`config.mk`:
```
export PLATFORM = sky130hd
export DESIGN_NAME = run_sequencer
export DESIGN_NICKNAME = d
export VERILOG_FILES = /design/src/rtl/run_sequencer.sv
export SDC_FILE = /design/constraint.sdc
export NUM_CORES = 1
export LEC_CHECK = 0
export CORE_ASPECT_RATIO = 1.75
export CORE_MARGIN = 2
export CORE_UTILIZATION = 36
export DETAILED_ROUTE_END_ITERATION = 6
export PLACE_DENSITY = 0.81
export SLEW_MARGIN = 25
export SYNTH_ARGS = -nofsm -noshare
export SYNTH_HDL_FRONTEND = slang
export SYNTH_SLANG_ARGS = --single-unit
```
`constraint.sdc`:
```
create_clock -name clk -period 2.42 [get_ports clk]
set_clock_uncertainty 0.05 [all_clocks]
set_input_delay 0.484 -clock clk [delete_from_list [all_inputs] [get_ports clk]]
set_output_delay 0.484 -clock clk [all_outputs]
set_load 0.1 [all_outputs]
```
`src/rtl/run_sequencer.sv`:
```
// -----------------------------------------------------------------------------
// run_sequencer
//
// Purpose:
//   Sequences one program run of the 9-bit core. It also arbitrates the
//   single-port DataMemory between the core's memory path and a host
//   preload/readback port.
//   - The core is held in reset while the host preloads memory.
//   - On start, the core is released and DataMemory is handed to the core.
//   - On halt (or watchdog expiry), done is raised and DataMemory returns
//     to the host.
//
// Memory ownership is decided by the state register only:
//   IDLE -> host
//   ARM  -> nobody
//   RUN  -> core
//   DONE -> host
//
// Optional feature:
//   RUN_WATCHDOG_EN  When defined, a run is ended after MAX_CYCLES RUN cycles
//                    without a halt, and timeout is raised. When undefined,
//                    timeout is tied low and a run lasts until core_halt.
//
// Parameters:
//   ADDR_W      DataMemory address width
//   DATA_W      DataMemory data width
//   MAX_CYCLES  watchdog limit in RUN cycles, 2..65535
//
// Ports:
//   clk          clock, all state on posedge
//   reset_n      asynchronous active-low reset
//   start        begins a run from IDLE or DONE (ignored in ARM/RUN)
//   host_req     host access request
//   host_we      host write (1) / read (0)
//   host_addr    host address
//   host_wdata   host write data
//   host_gnt     host access accepted this cycle
//   host_rdata   DataMemory read data for the host
//   core_addr    core memory address
//   core_wdata   core write data
//   core_we      core write enable
//   core_rdata   DataMemory read data for the core
//   core_halt    core halt indication
//   dm_addr      DataMemory address
//   dm_wdata     DataMemory write data
//   dm_we        DataMemory write enable
//   dm_rdata     DataMemory combinational read data
//   core_rst     active-high reset to the core
//   done         run finished; held until the next run is armed
//   timeout      run ended by the watchdog rather than by halt
//   cycle_count  RUN cycles of the current/last run (saturating)
// -----------------------------------------------------------------------------
module run_sequencer #(
   parameter int ADDR_W     = 8,
   parameter int DATA_W     = 8,
   parameter int MAX_CYCLES = 4096
) (
   input  logic              clk,
   input  logic              reset_n,
   input  logic              start,
   input  logic              host_req,
   input  logic              host_we,
   input  logic [ADDR_W-1:0] host_addr,
   input  logic [DATA_W-1:0] host_wdata,
   output logic              host_gnt,
   output logic [DATA_W-1:0] host_rdata,
   input  logic [ADDR_W-1:0] core_addr,
   input  logic [DATA_W-1:0] core_wdata,
   input  logic              core_we,
   output logic [DATA_W-1:0] core_rdata,
   input  logic              core_halt,
   output logic [ADDR_W-1:0] dm_addr,
   output logic [DATA_W-1:0] dm_wdata,
   output logic              dm_we,
   input  logic [DATA_W-1:0] dm_rdata,
   output logic              core_rst,
   output logic              done,
   output logic              timeout,
   output logic [15:0]       cycle_count
);

   typedef enum logic [1:0] {
      IDLE = 2'd0,
      ARM  = 2'd1,
      RUN  = 2'd2,
      DONE = 2'd3
   } stateT;

   stateT state;
   stateT nextState;
   logic  watchdogHit;

   // Elaboration-time guard on the watchdog limit.
   if (MAX_CYCLES < 2 || MAX_CYCLES > 65535) begin : gBadMaxCycles
      $error("run_sequencer: MAX_CYCLES must be in 2..65535");
   end

   function automatic logic [15:0] satInc16(input logic [15:0] value);
      if (value == 16'hFFFF) begin
         return value;
      end
      return value + 16'd1;
   endfunction

`ifdef RUN_WATCHDOG_EN
   localparam logic [15:0] WatchdogLast = 16'(MAX_CYCLES - 1);

   // Halt takes priority, so the watchdog only fires on a non-halt cycle.
   assign watchdogHit = (state == RUN) && !core_halt && (cycle_count == WatchdogLast);
`else
   assign watchdogHit = 1'b0;
`endif

   // State register
   always_ff @(posedge clk or negedge reset_n) begin
      if (!reset_n) begin
         state <= IDLE;
      end else begin
         state <= nextState;
      end
   end

   // Next-state logic
   always_comb begin
      nextState = state;
      case (state)
         IDLE:    if (start) nextState = ARM;
         ARM:     nextState = RUN;
         RUN:     if (core_halt || watchdogHit) nextState = DONE;
         DONE:    if (start) nextState = ARM;
         default: nextState = IDLE;
      endcase
   end

   // Output / ownership mux, driven from the state register only.
   // In ARM the memory is idle: the core address is presented,
   // but no write is allowed.
   always_comb begin
      core_rst = 1'b1;
      host_gnt = 1'b0;
      dm_addr  = host_addr;
      dm_wdata = host_wdata;
      dm_we    = 1'b0;
      case (state)
         IDLE: begin
            core_rst = 1'b1;
            host_gnt = host_req;
            dm_we    = host_req & host_we;
         end
         ARM: begin
            core_rst = 1'b1;
            dm_addr  = core_addr;
            dm_wdata = core_wdata;
         end
         RUN: begin
            core_rst = 1'b0;
            dm_addr  = core_addr;
            dm_wdata = core_wdata;
            dm_we    = core_we;
         end
         DONE: begin
            // The core is left running out of reset, but its writes are masked.
            core_rst = 1'b0;
            host_gnt = host_req;
            dm_we    = host_req & host_we;
         end
         default: begin
            core_rst = 1'b1;
         end
      endcase
   end

   assign host_rdata = dm_rdata;
   assign core_rdata = dm_rdata;

   // Run bookkeeping.
   // The cycle counter also counts the cycle in which the run ends.
   always_ff @(posedge clk or negedge reset_n) begin
      if (!reset_n) begin
         cycle_count <= 16'd0;
         done        <= 1'b0;
      end else begin
         case (state)
            ARM: begin
               cycle_count <= 16'd0;
               done        <= 1'b0;
            end
            RUN: begin
               cycle_count <= satInc16(cycle_count);
               if (core_halt || watchdogHit) begin
                  done <= 1'b1;
               end
            end
            default: begin
            end
         endcase
      end
   end

`ifdef RUN_WATCHDOG_EN
   always_ff @(posedge clk or negedge reset_n) begin
      if (!reset_n) begin
         timeout <= 1'b0;
      end else if (state == ARM) begin
         timeout <= 1'b0;
      end else if (state == RUN) begin
         if (core_halt) begin
            timeout <= 1'b0;
         end else if (watchdogHit) begin
            timeout <= 1'b1;
         end
      end
   end
`else
   assign timeout = 1'b0;
`endif

endmodule

```
-- Word-level counts from Yosys, hierarchy flattened
Index checks and enable logic that the tools add are counted.
- input port bits: 47
- bits in registers: 19
- add/sub/neg operators: 1
- bitwise operators: 1
- reduce and logical (&&, ||, !) cells: 9
- multiplexer cells: 14
- equal/unequal tests: 7
- operators with widths (kind ; count):
    $pmux W16 S2 ; 1
    $add A16 B1 Y16 const B ; 1
    $eq A16 B16 Y1 const B ; 1
    $mux W16 ; 1
    $mux W8 ; 2
    $reduce_or A2 Y1 ; 4
    $pmux W1 S2 ; 3
    $pmux W2 S3 ; 1
    $reduce_and A2 Y1 ; 3
    $eq A2 B2 Y1 const B ; 2
    $mux W1 ; 4
    $mux W2 ; 2
    $ne A3 B3 Y1 const B ; 1
    $eq A2 B1 Y1 const B ; 1
    $logic_not A2 Y1 ; 1
    $ne A2 B1 Y1 const B ; 1
    $ne A2 B2 Y1 const B ; 1
    $reduce_bool A2 Y1 ; 1
    $and A1 B1 Y1 ; 1

-- Depth between registers and ports, before layout
Gate-level depths: netlist of run 1.
- depth after elaboration: 5
- gate-level depth with buffers: 8
- gate-level depth less buffers: 6

-- Worst setup path before layout of run 1
No wires, ideal clock.
- kind: flip-flop to output port
- start: register state[0]
- end: output dm_we
- cell stages (with the launch flop): 7
- arrival: 3274 ps
- buffers on the path: 1
- setup slack: -1388 ps
- cells stage by stage: dfrtp_1 -> inv_1 -> ha_1 -> clkbuf_1 -> and2_1 -> a22oi_1 -> nor2_1
- word-level cells in the longest chain between the ends: 3
- RTL lines (item ; RTL line ; source):
    start, declared ; 89 ; stateT state;
    start signal, assigned ; 119 ; state <= nextState;
    $eq A2 B2 Y1 / $logic_not A2 Y1 (equally long branches) ; 144 ; case (state)
    $reduce_or A2 Y1 (no source line) ; -- ;
    $pmux W1 S2 (*) ; 144 ;
    end, declared ; 74 ; output logic dm_we,
Mark *: on every way between the ends. The rest lies on a longest branch, timed or not.

-- Worst setup path in the final report of run 1
- start: register state[0]
- end: output dm_addr[3]
- word-level cells in the longest chain between the ends: 3
- RTL lines (item ; RTL line ; source):
    $eq A2 B2 Y1 / $eq A2 B1 Y1 (equally long branches) ; 144 ;
    $reduce_or A2 Y1 (no source line) (*) ; -- ;
    $mux W8 (*) ; 144 ;
    end, declared ; 72 ; output logic [ADDR_W-1:0] dm_addr,
Marked as above.

==> results of run 1 <==
## flip-flops by register name (all words and copies together), names as in the netlist
signal / cells
cycle_count: 16
state: 2
done: 1
## routing by layer
layer / track usage, % / vias to the layer above / wire length, um
met5: 0 / - / 0
met4: 9.56 / 0 / 131
met3: 7.86 / 16 / 571
met2: 36.6 / 96 / 2420
met1: 23.2 / 735 / 1570
li1: - / 718 / -
## worst min-delay path by stage
stage | from | slack [ns] | end
finish | cycle_count[8] | 0.49 | cycle_count[8]
global route | cycle_count[8] | 0.51 | cycle_count[8]
CTS | cycle_count[8] | 0.50 | cycle_count[8]
detailed placement | done | 0.49 | done
global placement | cycle_count[8] | 0.47 | cycle_count[8]
floorplan | reset_n | 0.14 | cycle_count[0]
## worst max-delay path: cells and delay by family, from the launching register on
family	cells	cell delay (ns)
buffers and inverters	3	0.42
flip-flops	1	0.41
multiplexers	1	0.37
adder cells (fa/ha/maj)	1	0.34
## timing repair
action | 4_1_cts | 5_1_grt
setup endpoints to repair | 10 | 7
setup buffers | 0 | 2
pin swaps | 0 | 1
resized for setup | 2 | 1
## cell type report
type	instances	area share [%]
Sequential cell	19	19.8
Inverter	10	1.55
Clock buffer	4	1.86
Multi-Input combinational cell	114	35.4
Timing Repair Buffer	81	38.9
Tap cell	49	2.53
## cell families (layout without fill, tap and decap cells)
logic type                 Yosys count  count (layout)  synth area share, %
adders and majority gates            5               5                 4.16
muxes                               20              20                 14.7
and+or+nand+nor                     42              42                 15.4
buffers and inverters               35              95                 13.1
DFF                                 19              19                 31.6
AOI/OAI and AO/OA                   46              46                 20.8
other                                1               1                0.250
## cells in the final DEF (no fill, tap or decap), types with 2 or more instances in the layout
| cell type | count |
|---|---|
| sky130_fd_sc_hd__clkdlybuf4s50_1 | 38 |
| sky130_fd_sc_hd__buf_4 | 23 |
| sky130_fd_sc_hd__buf_12 | 19 |
| sky130_fd_sc_hd__mux2_2 | 15 |
| sky130_fd_sc_hd__dfrtp_1 | 15 |
| sky130_fd_sc_hd__a21oi_1 | 13 |
| sky130_fd_sc_hd__inv_1 | 10 |
| sky130_fd_sc_hd__nand2_1 | 9 |
| sky130_fd_sc_hd__nor2_1 | 8 |
| sky130_fd_sc_hd__nor3_1 | 5 |
| sky130_fd_sc_hd__a31oi_1 | 5 |
| sky130_fd_sc_hd__mux2i_1 | 4 |
| sky130_fd_sc_hd__nand3_1 | 4 |
| sky130_fd_sc_hd__o31ai_1 | 4 |
| sky130_fd_sc_hd__o21ai_0 | 4 |
| sky130_fd_sc_hd__ha_1 | 4 |
| sky130_fd_sc_hd__dfrtp_2 | 4 |
| sky130_fd_sc_hd__clkbuf_8 | 3 |
| sky130_fd_sc_hd__a22oi_1 | 2 |
| sky130_fd_sc_hd__nand4_2 | 2 |
| sky130_fd_sc_hd__and4_1 | 2 |
| sky130_fd_sc_hd__nor4_1 | 2 |
| sky130_fd_sc_hd__and3_1 | 2 |
| sky130_fd_sc_hd__o2111ai_1 | 2 |
| sky130_fd_sc_hd__a211oi_1 | 2 |
| sky130_fd_sc_hd__o211ai_1 | 2 |
| sky130_fd_sc_hd__a21o_1 | 2 |
## per-stage QoR
| stage | utilization (%) | power, mW | area [sq um] | std cells |
|---|---|---|---|---|
| final | 59.6 | 3.67 | 2430 | 277 |
| after global routing | 59.6 | 3.82 | 2430 | 277 |
| after CTS | 59.1 | 3.65 | 2410 | 275 |
| after global placement | 57.7 | 3.36 | 2350 | 271 |
| after floorplan | - | 2.49 | 1520 | 168 |
| after detailed placement | 57.7 | 3.39 | 2350 | 271 |
## power breakdown
group | internal [mW] | leakage (nW) | switching [mW] | total, mW
Combinational | 1.10 | 0.756 | 1.94 | 3.04
Sequential | 0.357 | 0.251 | 0.0517 | 0.409
Clock | 0.118 | 0.0228 | 0.113 | 0.231
==> metrics.md, run 1 <==
| Metric | Value |
|---|---|
| Run status | finished, final reports clean |
| GRT Total Usage | 21.4% |
| Highest cell delay on the worst timing path | 0.41 ns |
| Count of antenna diodes in the layout | 0 |
| Worst-case setup margin in the final layout | 0.0647 ns |
| Layout cells sized above 1 | between 30% and 40% |
| Violation count after the first detailed-routing iteration | 56 |
| Async SR Flop Fraction | 100% |
| Startpoint of the most critical register-to-register path | cycle_count[0] |
| Min-Delay Path Class | reg2reg |
| I/O pin count | 100 |
| Reg2reg setup slack | between 0.4 and 0.5 ns |
| Fraction of synthesized cell area taken by the top area cell type | 31.6% |
| Detailed placement HPWL | 3.75 mm |
| # DRC | 0 |
| Number of synthesized flops with an enable pin | 0 |
| Wire length of the first global-routing pass | 7.46 mm |
| Per-cell via count in the routed design | between 5 and 6 |
| Register clock-pin slew on the reported worst setup and hold paths | 0.07 ns |
| Number of placement rows | 31 |
| Die Span Y | between 80 and 90 um |
| Worst hold path stage count | 1 |
| Initial antenna violation count | 0 |
| Footprint of the flip-flops and latches | 480 sq um |
| Highest-delay cell along the critical path | sky130_fd_sc_hd__dfrtp_1 |
| Maximum capacitance violations | 0 |
| Root Buffer Master | sky130_fd_sc_hd__clkbuf_8 |
| Wire length after detailed routing | 4.69 mm |
| Biggest area contributors in the synthesized netlist | sky130_fd_sc_hd__dfrtp_1 (32%), sky130_fd_sc_hd__mux2_2 (12%), sky130_fd_sc_hd__buf_4 (8.5%), sky130_fd_sc_hd__a21oi_1 (4.3%), sky130_fd_sc_hd__ha_1 (4.2%) |
| Final antenna-violating net count | 0 |
| Total of endpoints with negative setup slack in the final report | 0 |
| Multi-input gate area in the final layout | 858 sq um |
| Share of the clock period used by the worst path after layout | 97.3% |
| Crit Reg-Reg Endpoint | cycle_count[0] |
| Element type at the critical path end | primary output |
| Data required time at the worst endpoint | 1.89 ns |
| Total number of vias | 1,565 |
| Pin count of the biggest net entering global routing | 20 |
| Cells traversed along the worst timing path | inv_1, ha_4, buf_6, mux2_2, buf_12 |
| Most numerous cell types in the synthesized netlist | sky130_fd_sc_hd__dfrtp_1 (19), sky130_fd_sc_hd__buf_4 (17), sky130_fd_sc_hd__mux2_2 (16) |
| Die area | roughly 4700 sq um |
| Fill cells | 350 |
| Effective utilization at floorplan | 36.9% |
| Layout net count | 281 |
| Final period demand of the worst path | 2.36 ns |
| CTS tree | done |
| Top cell type by total area after synthesis | sky130_fd_sc_hd__dfrtp_1 |
| Fin Hold WS | 0.493 ns |
| Reg2Reg Depth | 5 |
| Final Hold Violating Endpoints | 0 |
| H-tree levels | 1 |
| Final TNS setup | 0 ns |
| Floorplan die width | 52.8 um |
| Maximum fanout count along the critical path | 10 |
| Launch point of the critical path | state[0] |
| Fraction of the yosys area taken by sequential cells | 31.6% |
| Net count after synthesis | between 200 and 250 |
| Core region area | 4070 sq um |
| Final GP Congestion | 0.853 |
| Growth of design area from synthesis to finish | 61.5% |
| Avg Synthesized Cell Area | slightly below 9 sq um |
| Post-synth top flop | sky130_fd_sc_hd__dfrtp_1 |
| Port Buf Inserts | 74 |
| Worst slack after detailed placement | 0.144 ns |
| Number of warning messages in the yosys log | 0 |
| Worst setup path endpoint | dm_addr[3] |
| Deepest clock path buffer count | 2 |
| Syn Std Cell Area | about 1500 sq um |
| Iteration count of the initial detailed-routing pass | 4 |
| Number of global-route vias before repair | approximately 1,500 |
| Hold-fix buffers at CTS | 0 |
| Number of cells produced by synthesis | around 170 |
| Number of synthesized register bits | 19 |
| Clock latency on the worst-skew pair | 0.27 ns |
| Highest clock rate | 0.425 GHz |
| Maximum VDD drop | 1280 uV |
| Leakage component of the power | roughly 1.0 nW |
| CP Launch Type | register |
| Clock buffers created by TritonCTS | 3 |
| Residual overflow from global routing | 0 |
| Power per cell area | 1510 nW/um^2 |
| Classification of the worst setup path | reg2out |
| Number of clock sinks | 19 |
| Distinct cell type count of the synthesized netlist | 43 |
| Slew Viols, Final | 0 |
| Most frequently used cell type in the post-synthesis netlist | sky130_fd_sc_hd__dfrtp_1 |
| Data arrival time of the critical path | 1.82 ns |
| WL per Instance | 16.9 um |
Power figures use the tool's default switching activity.
==> inputs of run 2 (changes only) <==
--- a/config.mk
+++ b/config.mk
@@ -10,6 +10,7 @@
 export CORE_UTILIZATION = 36
 export DETAILED_ROUTE_END_ITERATION = 6
 export PLACE_DENSITY = 0.81
+export RECOVER_POWER = 50
 export SLEW_MARGIN = 25
 export SYNTH_ARGS = -nofsm -noshare
 export SYNTH_HDL_FRONTEND = slang
==> metrics.md, run 2 (synthesis results as in run 1) <==
| Metric | Value |
|---|---|
| Growth of design area from synthesis to finish | 59.3% |
| Min-Delay Path Class | reg2reg |
| Root Buffer Master | sky130_fd_sc_hd__clkbuf_8 |
| Leakage component of the power | 0.998 nW |
| Classification of the worst setup path | reg2out |
| Port Buf Inserts | 74 |
| Flip-flop count of the largest register after layout | 16 |
| Transition time at the pin with the least slew margin | around 1.2 ns |
| Top register by number of flip-flops | cycle_count |
| Worst slack after detailed placement | between 0.1 and 0.15 ns |
| Number of placement rows | 31 |
| Element type at the critical path end | primary output |
| Deepest clock path buffer count | 2 |
| Pin count of the biggest net entering global routing | 20 |
| Core region area | 4070 sq um |
| Maximum VDD drop | roughly 1300 uV |
| Uppermost layer routed | met4 |
| H-tree levels | 1 |
| Share of the clock period used by the worst path after layout | 97.3% |
| Highest clock rate | between 0.4 and 0.5 GHz |
| Final Hold Violating Endpoints | 0 |
| Register clock-pin slew on the reported worst setup and hold paths | approximately 0.07 ns |
| Hold-fix buffers at CTS | 0 |
| Total of endpoints with negative setup slack in the final report | 0 |
| Final period demand of the worst path | roughly 2.4 ns |
| Run status | finished, final reports clean |
| Layout cells sized above 1 | 30.7% |
| Leading registers by flop count | cycle_count: 16 flops, state: 2 flops, done: 1 flops |
| Die Span Y | between 80 and 90 um |
| Number of global-route vias before repair | 1,543 |
| Post-route cell area | 2390 sq um |
| Data required time at the worst endpoint | 1.89 ns |
| Wire length after detailed routing | about 4.7 mm |
| Count of antenna diodes in the layout | 0 |
| Most common cell after layout, fill and taps aside | sky130_fd_sc_hd__clkdlybuf4s50_1 |
| Residual overflow from global routing | 0 |
| Fin Hold WS | 0.494 ns |
| Number of clock sinks | 19 |
| Per-cell via count in the routed design | 5.71 |
| WL per Instance | 17.0 um |
| GRT Total Usage | 21.4% |
| Power per cell area | 1530 nW/um^2 |
| Worst-case setup margin in the final layout | 0.0648 ns |
| Met3 wirelength from detailed routing | 595 um |
| CP Launch Type | register |
| Final antenna-violating net count | 0 |
| Clock latency on the worst-skew pair | 0.27 ns |
| Iteration count of the initial detailed-routing pass | 5 |
| Die area | 4730 sq um |
| Data arrival time of the critical path | 1.82 ns |
| Leading cell types in the layout, fill and taps excluded | sky130_fd_sc_hd__clkdlybuf4s50_1 (37), sky130_fd_sc_hd__buf_12 (19), sky130_fd_sc_hd__mux2_2 (15), sky130_fd_sc_hd__dfrtp_1 (15) |
| Initial antenna violation count | 0 |
| Detailed placement HPWL | 3.75 mm |
| Maximum fanout count along the critical path | 10 |
| Slew Viols, Final | 0 |
| Total number of vias | 1,583 |
| Slew Limit Headroom | 22.9% |
| Maximum capacitance violations | 0 |
| Layout net count | 281 |
| I/O pin count | 100 |
| Violation count after the first detailed-routing iteration | just under 60 |
| Amount of wire on met2 after detailed routing | 2.43 mm |
| Clock buffers created by TritonCTS | 3 |
| Effective utilization at floorplan | between 30% and 40% |
| Floorplan die width | 52.8 um |
| Routed metal-1 wirelength | 1.55 mm |
| Final GP Congestion | between 0.8 and 0.9 |
| CTS tree | done |
| Post-placement cell area | 2350 sq um |
| # DRC | 0 |
| Wire length of the first global-routing pass | 7.46 mm |
[run 2: worst paths after layout]
kind | start | to | slack, ns | cells after the start
setup / recovery | state[0] | dm_addr[3] | 0.06 | 5
hold / removal | cycle_count[8] | cycle_count[8] | 0.49 | 1
setup reg to reg | cycle_count[0] | cycle_count[0] | 0.47 | 5
hold reg to reg | cycle_count[8] | cycle_count[8] | 0.49 | 1
max in group asynchronous | reset_n | cycle_count[9] | 0.78 | 2
min in group asynchronous | reset_n | cycle_count[11] | 0.86 | 2
[run 2: cell type report]
class                      instances  area (sq um)
sequential                        19           480
multi-input combinational        114           858
timing repair buffer              81           911
inverter                          10          37.5
tap                               49          61.3
clock buffer                       4          45.0
fill                             359          1680
[run 2: per-stage QoR]
| step | util (%) | TNS, ns | power, mW | instances |
|---|---|---|---|---|
| finish | 58.8 | 0 | 3.66 | 277 |
| floorplan | - | -0.367 | 2.49 | 168 |
| global route | 58.8 | -0.00138 | 3.80 | 277 |
| global placement | 57.7 | 0 | 3.36 | 271 |
| CTS | 59.1 | 0 | 3.65 | 275 |
| detailed placement | 57.7 | 0 | 3.39 | 271 |
[run 2: worst max-delay path: stages, from the launching register on]
cell and delay (ns):
sky130_fd_sc_hd__dfrtp_1 0.41, sky130_fd_sc_hd__inv_1 0.10, sky130_fd_sc_hd__ha_4 0.34, sky130_fd_sc_hd__buf_6 0.15, sky130_fd_sc_hd__mux2_2 0.37, sky130_fd_sc_hd__buf_12 0.17
[run 2: repair_timing]
action                                  CTS  global route
endpoints found under the setup margin   10             7
setup buffers                             0             2
pin swaps                                 0             1
resized for setup                         2             1
[run 2: power breakdown]
group	switching (mW)	internal (mW)	total [mW]
registers	0.0513	0.357	0.408
clock network	0.113	0.118	0.230
logic	1.94	1.09	3.02
total	2.10	1.56	3.66
[run 2: routing by layer]
layer,track usage (%),vias to the layer above
met3,7.86,16
li1,-,717
met2,36.6,101
met1,23.2,749
met4,9.56,0
met5,0,-
